### config.mk
export PLATFORM = sky130hd
export DESIGN_NAME = tick_pwm
export DESIGN_NICKNAME = d
export VERILOG_FILES = /design/src/rtl/tick_pwm_pkg.sv /design/src/rtl/pwm_deadtime.sv /design/src/rtl/tick_pwm.sv
export SDC_FILE = /design/constraint.sdc
export NUM_CORES = 1
export LEC_CHECK = 0
export CORE_ASPECT_RATIO = 0.9
export CORE_MARGIN = 4
export CORE_UTILIZATION = 51
export DETAILED_ROUTE_END_ITERATION = 7
export HOLD_SLACK_MARGIN = 0.03
export PLACE_DENSITY_LB_ADDON = 0.12
export SKIP_CTS_REPAIR_TIMING = 1
export SYNTH_ARGS = -nofsm -noshare
export SYNTH_HDL_FRONTEND = slang
export SYNTH_SLANG_ARGS = --single-unit
### constraint.sdc
create_clock -name clk -period 3.8 [get_ports clk]
set_input_delay 0.38 -clock clk [delete_from_list [all_inputs] [get_ports clk]]
set_output_delay 0.38 -clock clk [all_outputs]
set_load 0.03 [all_outputs]
### src/rtl/tick_pwm_pkg.sv
// rtl/tick_pwm_pkg.sv - shared state encoding and default sizing for tick_pwm
package tick_pwm_pkg;

  localparam int unsigned CNT_W_DEF    = 8;
  localparam int unsigned DEAD_CYC_DEF = 2;

  typedef enum logic {
    IDLE = 1'b0,
    RUN  = 1'b1
  } state_e;

endpackage

### src/rtl/pwm_deadtime.sv
// rtl/pwm_deadtime.sv - dead-time insertion between complementary PWM outputs
module pwm_deadtime #(
  parameter int unsigned DEAD_CYC = 2
) (
  input  logic clk,
  input  logic rstn,
  input  logic run_i,
  input  logic raw_i,
  output logic pwm_o,
  output logic pwm_n_o
);

  localparam int unsigned   DW      = $clog2(DEAD_CYC + 1) + 1;
  localparam logic [DW-1:0] DEAD_LD = DW'(DEAD_CYC);

  logic [DW-1:0] dcnt_q, dcnt_d;
  logic          tgt_q, tgt_d;
  logic          p_q, p_d;
  logic          n_q, n_d;

  // Any raw change forces both sides off and restarts the dead interval;
  // only a level that survives the whole interval reaches its output.
  always_comb begin
    dcnt_d = dcnt_q;
    tgt_d  = tgt_q;
    p_d    = p_q;
    n_d    = n_q;
    if (!run_i) begin
      dcnt_d = DEAD_LD;
      tgt_d  = 1'b0;
      p_d    = 1'b0;
      n_d    = 1'b0;
    end else if (raw_i != tgt_q) begin
      dcnt_d = DEAD_LD;
      tgt_d  = raw_i;
      p_d    = 1'b0;
      n_d    = 1'b0;
    end else if (dcnt_q > DW'(1)) begin
      dcnt_d = dcnt_q - DW'(1);
    end else begin
      dcnt_d = '0;
      p_d    = tgt_q;
      n_d    = !tgt_q;
    end
  end

  // Dead-time state and output registers.
  always_ff @(posedge clk) begin
    if (!rstn) begin
      dcnt_q <= DEAD_LD;
      tgt_q  <= 1'b0;
      p_q    <= 1'b0;
      n_q    <= 1'b0;
    end else begin
      dcnt_q <= dcnt_d;
      tgt_q  <= tgt_d;
      p_q    <= p_d;
      n_q    <= n_d;
    end
  end

  assign pwm_o   = p_q;
  assign pwm_n_o = n_q;

endmodule

### src/rtl/tick_pwm.sv
// rtl/tick_pwm.sv - tick-driven PWM with boundary-aligned config update
// Optional build macro TICK_PWM_DEADTIME_EN adds pwm_n_o with dead-time insertion.
module tick_pwm
  import tick_pwm_pkg::*;
#(
  parameter int unsigned CNT_W    = CNT_W_DEF,
  parameter int unsigned DEAD_CYC = DEAD_CYC_DEF
) (
  input  logic             clk,
  input  logic             rstn,
  input  logic             tick_i,
  input  logic             en_i,
  input  logic             cfg_valid_i,
  output logic             cfg_ready_o,
  input  logic [CNT_W-1:0] cfg_period_i,
  input  logic [CNT_W-1:0] cfg_duty_i,
  output logic             pwm_o,
`ifdef TICK_PWM_DEADTIME_EN
  output logic             pwm_n_o,
`endif
  output logic             wrap_o
);

  if (CNT_W < 2) begin : g_bad_cnt_w
    $error("tick_pwm: CNT_W must be at least 2");
  end
  if (DEAD_CYC < 1) begin : g_bad_dead_cyc
    $error("tick_pwm: DEAD_CYC must be at least 1");
  end

  state_e           state_q, state_d;
  logic [CNT_W-1:0] cnt_q, cnt_d;
  logic [CNT_W-1:0] act_p_q, act_p_d, act_d_q, act_d_d;
  logic [CNT_W-1:0] pend_p_q, pend_p_d, pend_d_q, pend_d_d;
  logic             pend_v_q, pend_v_d;
  logic             live_q;
  logic             pwm_q, pwm_d;
  logic             wrap_q, wrap_d;
  logic [CNT_W-1:0] last_cnt;
  logic             run_entry, run_tick, at_end, apply, xfer;

  // Ready stays low until the first clock with reset released.
  assign cfg_ready_o = live_q && !pend_v_q;

  // A period of zero ticks behaves as a one-tick period.
  assign last_cnt = (act_p_q == '0) ? '0 : act_p_q - CNT_W'(1);

  // State register.
  always_ff @(posedge clk) begin
    if (!rstn) state_q <= IDLE;
    else       state_q <= state_d;
  end

  // Next state follows the run enable level.
  always_comb begin
    state_d = state_q;
    case (state_q)
      IDLE:    if (en_i)  state_d = RUN;
      RUN:     if (!en_i) state_d = IDLE;
      default: state_d = IDLE;
    endcase
  end

  // Counter, config apply and output next-state.
  always_comb begin
    run_entry = (state_q == IDLE) && en_i;
    run_tick  = (state_q == RUN) && en_i && tick_i;
    at_end    = (cnt_q == last_cnt);
    apply     = pend_v_q && (run_entry || (run_tick && at_end));
    xfer      = cfg_valid_i && cfg_ready_o;

    act_p_d   = apply ? pend_p_q : act_p_q;
    act_d_d   = apply ? pend_d_q : act_d_q;
    pend_p_d  = xfer ? cfg_period_i : pend_p_q;
    pend_d_d  = xfer ? cfg_duty_i : pend_d_q;
    pend_v_d  = apply ? 1'b0 : (xfer ? 1'b1 : pend_v_q);

    cnt_d  = cnt_q;
    pwm_d  = pwm_q;
    wrap_d = 1'b0;
    if (state_d == IDLE) begin
      cnt_d = '0;
      pwm_d = 1'b0;
    end else if (run_entry) begin
      cnt_d = '0;
      pwm_d = (act_d_d != '0);
    end else if (run_tick) begin
      cnt_d  = at_end ? '0 : cnt_q + CNT_W'(1);
      pwm_d  = (cnt_d < act_d_d);
      wrap_d = at_end;
    end
  end

  // Datapath registers.
  always_ff @(posedge clk) begin
    if (!rstn) begin
      live_q   <= 1'b0;
      cnt_q    <= '0;
      act_p_q  <= CNT_W'(1);
      act_d_q  <= '0;
      pend_p_q <= '0;
      pend_d_q <= '0;
      pend_v_q <= 1'b0;
      pwm_q    <= 1'b0;
      wrap_q   <= 1'b0;
    end else begin
      live_q   <= 1'b1;
      cnt_q    <= cnt_d;
      act_p_q  <= act_p_d;
      act_d_q  <= act_d_d;
      pend_p_q <= pend_p_d;
      pend_d_q <= pend_d_d;
      pend_v_q <= pend_v_d;
      pwm_q    <= pwm_d;
      wrap_q   <= wrap_d;
    end
  end

  assign wrap_o = wrap_q;

`ifdef TICK_PWM_DEADTIME_EN
  pwm_deadtime #(
    .DEAD_CYC (DEAD_CYC)
  ) u_deadtime (
    .clk     (clk),
    .rstn    (rstn),
    .run_i   (state_d == RUN),
    .raw_i   (pwm_q),
    .pwm_o   (pwm_o),
    .pwm_n_o (pwm_n_o)
  );
`else
  assign pwm_o = pwm_q;
`endif

endmodule

== Word-level counts from Yosys, hierarchy flattened ==
Cells that the tools add are included.
Cells by class
  $lt $le $gt $ge: 1
  $add $sub $neg: 2
  bitwise operators: 4
  reductions and logical operators: 16
  multiplexer cells: 7
  eq/ne operators: 1
Operators by type and width (count)
  two-way mux 8 bit: 3
  adder 8 x 1 -> 8 bit, second input constant: 1
  == test 8 bit: 1
  zero test 8 bit: 1
  less-than comparator 8 bit: 1
  nonzero test 8 bit: 1
  subtractor 8 x 1 -> 8 bit, second input constant: 1
  logical AND 1 bit: 7
  two-way mux 1 bit: 4
  NOT 1 bit: 4
  OR reduction 4 bit: 1
  OR reduction 3 bit: 1
  AND reduction 2 bit: 1
  nonzero test 2 bit: 1
  OR reduction 2 bit: 1
  zero test 1 bit: 1
  logical OR 1 bit: 1
Storage, ports and cells
  output and inout bits: 3
  logic and storage cells: 41
  flip-flop bits (word level): 45
  bits of input ports: 21

== Longest topological paths before layout ==
  depth in word-level cells: 10
  gate-level depth with buffers: 18
  depth with buffers taken out: 17

== Worst setup path before layout ==
Ideal clock, no wire load.
  kind: register -> register
  start point: register act_p_q[0]
  end point: register pwm_q, in the netlist pwm_o
  library setup time: 69 ps
  arrival: 3763 ps
  path slack: -32 ps
  clock period less this slack: 3832 ps
  required time: 3731 ps
  buffers on the path: 2
  cell stages (with the launch flop): 19
  cells stage by stage: dfxtp_1 > inv_1 > ha_1 > nor4b_1 > and2_1 > or4_1 > o311a_2 > or4_4 > buf_6 > buf_6 > nand3_2 > and2_1 > ha_1 > nor2b_1 > a41oi_1 > a222oi_1 > a211oi_1 > o211ai_1 > o21ai_1
On the way
  cells in the longest elaborated chain, start to end: 10
  elaborated cells between the ends (all ways): 13
  those cells by class: add/sub (1); order compare (1); eq/ne (1); mux (5); reduce/logical (5)
Ends and longest elaborated chain
  start, declared: RTL line tick_pwm.sv:33  | logic [CNT_W-1:0] act_p_q, act_p_d, act_d_q, act_d_d;
  start signal, assigned: RTL line tick_pwm.sv:109  | act_p_q <= act_p_d;
  subtractor 8 x 1 -> 8 bit / zero test 8 bit (equally long branches): RTL line tick_pwm.sv:46  | assign last_cnt = (act_p_q == '0) ? '0 : act_p_q - CNT_W'(1);
  two-way mux 8 bit (*): RTL line tick_pwm.sv:46
  == test 8 bit (*): RTL line tick_pwm.sv:68  | at_end = (cnt_q == last_cnt);
  logical AND 1 bit: RTL line tick_pwm.sv:69  | apply = pend_v_q && (run_entry || (run_tick && at_end));
  logical OR 1 bit: RTL line tick_pwm.sv:69
  logical AND 1 bit: RTL line tick_pwm.sv:69
  two-way mux 8 bit: RTL line tick_pwm.sv:73  | act_d_d = apply ? pend_d_q : act_d_q;
  less-than comparator 8 bit: RTL line tick_pwm.sv:89  | pwm_d = (cnt_d < act_d_d);
  two-way mux 1 bit: RTL line tick_pwm.sv:87  | end else if (run_tick) begin
  two-way mux 1 bit (*): RTL line tick_pwm.sv:84  | end else if (run_entry) begin
  end signal, assigned: RTL line tick_pwm.sv:114  | pwm_q <= pwm_d;
  end, declared: RTL line tick_pwm.sv:37  | logic pwm_q, pwm_d;
Every way passes the cells marked *; elsewhere a longest branch is shown, timed or not. The select of a mux whose other input is x is not followed.
A chain may end at the register's enable or synchronous reset.

== Worst setup path in the final report ==
Ends and elaborated chain as after synthesis.

==> reports/results.txt <==
The number of filler cells placed in the layout was 436; the overflow left after global routing was 0. Across the run, the number of max-cap violations was 0. The length of the first detailed-routing pass in iterations was 6. The die is 74.9 um tall.

Count of buffers from port buffering: 23. The final-report max-slew violation count was 0; the later-pin clock latency in the skew report was 0.30 ns. The startpoint class of the critical path was a register.

The critical path is of the reg -> reg type. The wire length of the first global-routing pass is 9960 um, and the number of enable flip-flop cells after synthesis is 0. The run gives 0 as the number of synthesis warnings. The tree is rooted in a clkbuf_8. The initial core utilization is 0.524. 0 antenna diodes ended up in the layout.

The fraction of final layout cells with drive strength greater than 1 was 0.182. The count of nets left with antenna violations once routing finished came out at 0. The run gives 127 as the number of violations reported at the end of detailed-routing iteration 0. TritonCTS built the clock tree. The post-route total power came out at 0.00106 W. The post-synthesis instance area was 2530 um2; the power per standard cell area was 333 nW/um2. In this run the static leakage power is 1.11 nW.

The sequential cells in the finished layout cover a total of 903 um2. The share of the yosys chip area belonging to registers was 0.356; the detailed-routed wire length on met3 was 310 um. The final layout contains 392 nets. The worst setup slack before clock tree synthesis is -0.116 ns. For the pin with the worst max-slew slack, the measured transition is 0.898 ns.

In this run, synthesis produced a sequential element count of 45. The core region is 4830 um2. Data on the critical path arrives at its endpoint at 4.03 ns.

The async set or reset register ratio after synthesis was 0; the worst hold slack across all endpoints was 0.462 ns. For this run, the top clock speed supported by timing is 0.264 GHz. The logs give 0.872 for the last weighted congestion value of the routability-driven placer and 50 for the number of unique standard cell types used by synthesis.

Counting every net in the synthesized netlist gives 357. The tree built by TritonCTS fans out to 45 sinks. The run gives 0.209 as the aggregate global-route resource usage. The worst setup path is captured at a register. VDD sags by at most 0.000210 V.

Number of global-route vias before repair: 2150. In this run the core area contains 24 standard-cell rows. In this run the deepest clock path goes through 2 buffers. Startpoint of the most critical register-to-register path: act_p_q[0]$_SDFFE_PN1N_. In the routed design, unresolved DRC markers number 0. The cell count after synthesis came out at 327. After detailed placement, the total cell area comes to 2870 um2.

The via-per-instance ratio was 5.70; the headroom to the max-slew limit was 0.401. Clock-pin transition on the worst setup and hold timing paths: 0.09 ns. Worst hold-check path type: reg -> reg. Relative to the synthesized area, the layout overhead comes to 25.9%. The floorplan step set the die width to 82.3 um. The summed negative setup slack over all endpoints came out at 0 ns. The met2 wire length is 2930 um. The run finished with clean final reports.

The routed wire length per instance was 14.5 um; the area of all placed cells without fillers was 3190 um2. The run gives 6160 um2 as the area of the die. The initial antenna violation count came out at 0.

Counting I/O delays and the setup requirement, the final critical path takes 3.79 ns. The worst reg-to-reg setup slack is 0.01 ns. The deepest level of the CTS H-tree is 2. In this run the worst path has a maximum fanout of 6. The tools report the number of hold-slack violations in the final timing report as 0. After synthesis, the mean cell area works out to 7.75 um2. Detailed routing inserted a total of 2438 vias.

The total clock buffers created by CTS was 5. Entering global routing, the biggest net connects 32 pins. The routed design has 6210 um of wire. Summing all multi-input logic gate instances after layout gives 1650 um2. The highest metal layer with signal wires was met4. Launch point of the worst hold path: pend_p_q[4]$_SDFFE_PN0P_. Among all flip-flop cells after synthesis, the most frequent one is dfxtp_1. The tools report the setup-violating endpoint count in the final report as 0.

24 I/O pins were placed. Summed over all nets, the half-perimeter wirelength after detailed placement is 4490 um. Setup repair after global routing could not meet its margin everywhere. For the worst setup path, the data required time is 4.04 ns. Across all setup checks in the final design, the least slack found is 0.0148 ns. Wire length on met1: 2850 um. The final period utilization came out at 0.996. The final clock skew came out at 0.00758 ns. The critical path starts at act_p_q[0]$_SDFFE_PN1N_.
-- critical path, cell delays in order (launching register included) --
cell and delay (ns):
dfxtp_2 0.33, inv_2 0.07, ha_4 0.14, nor3b_4 0.34
buf_4 0.18, nand4_1 0.10, a211oi_2 0.35, o32ai_4 0.14
or4_4 0.59, nand3_2 0.09, and2_4 0.18, ha_4 0.21
nor2b_2 0.15, a41oi_2 0.14, a222oi_1 0.10, a211oi_1 0.31
o211ai_1 0.13, o21ai_1 0.14
-- sequential cells by signal (all words and copies together), names as in the netlist --
signal / flops
pend_p_q: 8
state_q: 1
act_p_q: 8
live_q: 1
pwm_o: 1
act_d_q: 8
cnt_q: 8
pend_d_q: 8
pend_v_q: 1
wrap_o: 1
-- cell type report --
cell class              count  share of cell area
well taps                  65              0.0255
inverters                   9              0.0106
clock inverters             3              0.0145
flip-flops and latches     45               0.283
multi-input cells         255               0.517
clock buffers               5              0.0216
repair buffers             46               0.128
-- logic make-up after synthesis --
group | count (synthesis) | share of synthesized area
AND/OR/NAND/NOR | 144 | 0.307
AO/OA/AOI/OAI | 94 | 0.218
flip-flops | 45 | 0.356
buffers and inverters | 27 | 0.0469
adder cells (fa/ha/maj) | 9 | 0.0444
XOR/XNOR | 8 | 0.0277
-- final timing paths --
kind | depth (start not counted) | endpoint
setup / recovery | 17 | pwm_o$_SDFFE_PN0P_
hold / removal | 2 | pend_p_q[4]$_SDFFE_PN0P_
setup reg to reg | 17 | pwm_o$_SDFFE_PN0P_
hold reg to reg | 2 | pend_p_q[4]$_SDFFE_PN0P_
-- synth_stat cells, drive strengths merged, types with 4 or more instances --
master | count | share of area
nand2 | 48 | 0.071
dfxtp | 45 | 0.36
a21oi | 43 | 0.085
o21ai | 25 | 0.049
nand3 | 23 | 0.051
and2 | 16 | 0.040
clkbuf | 12 | 0.018
nor2 | 12 | 0.018
nor3 | 12 | 0.024
ha | 9 | 0.044
inv | 9 | 0.013
nor4 | 9 | 0.031
buf | 6 | 0.016
o21a | 6 | 0.018
a211oi | 5 | 0.015
xnor2 | 5 | 0.017
nor2b | 4 | 0.0099
-- per-stage QoR --
stage | cells | utilization
CTS | 420 | 0.618
global placement | 412 | 0.594
finish | 428 | 0.660
global route | 428 | 0.660
floorplan | 327 | -
detailed placement | 412 | 0.594
-- power breakdown --
group | switching, W | internal, W
Combinational | 0.000103 | 0.0000926
Clock | 0.000174 | 0.000197
Sequential | 0.0000106 | 0.000485
Total | 0.000288 | 0.000774
-- placed cells by master, fill, tap and decap left out, types with 3 or more instances in the layout --
master           synthesis  layout
o21ai_1                  1       4
clkdlybuf4s50_1          0      23
xnor2_1                  5       4
nor2b_1                  4       3
inv_1                    9       7
ha_1                     9       6
xor2_1                   3       3
nor2_1                  12      12
o21a_1                   6       6
nor4_1                   7       6
nand2b_1                 3       3
and2_1                  16      13
ha_4                     0       3
a211oi_1                 5       3
and2_4                   0       3
a21oi_1                 43      41
clkbuf_8                 0       5
nor3_1                  12      12
nand3_1                 20      18
o21ai_0                 24      21
nand3_2                  3       5
nand2_1                 48      48
dfxtp_1                 45      43
buf_4                    0      22
-- layer usage --
layer	up-vias	global-route usage
met5	-	0
met4	0	0.0812
met3	10	0.0419
met2	62	0.331
met1	1114	0.281
li1	1252	-
No activity file was read; power rests on OpenSTA's default activity.
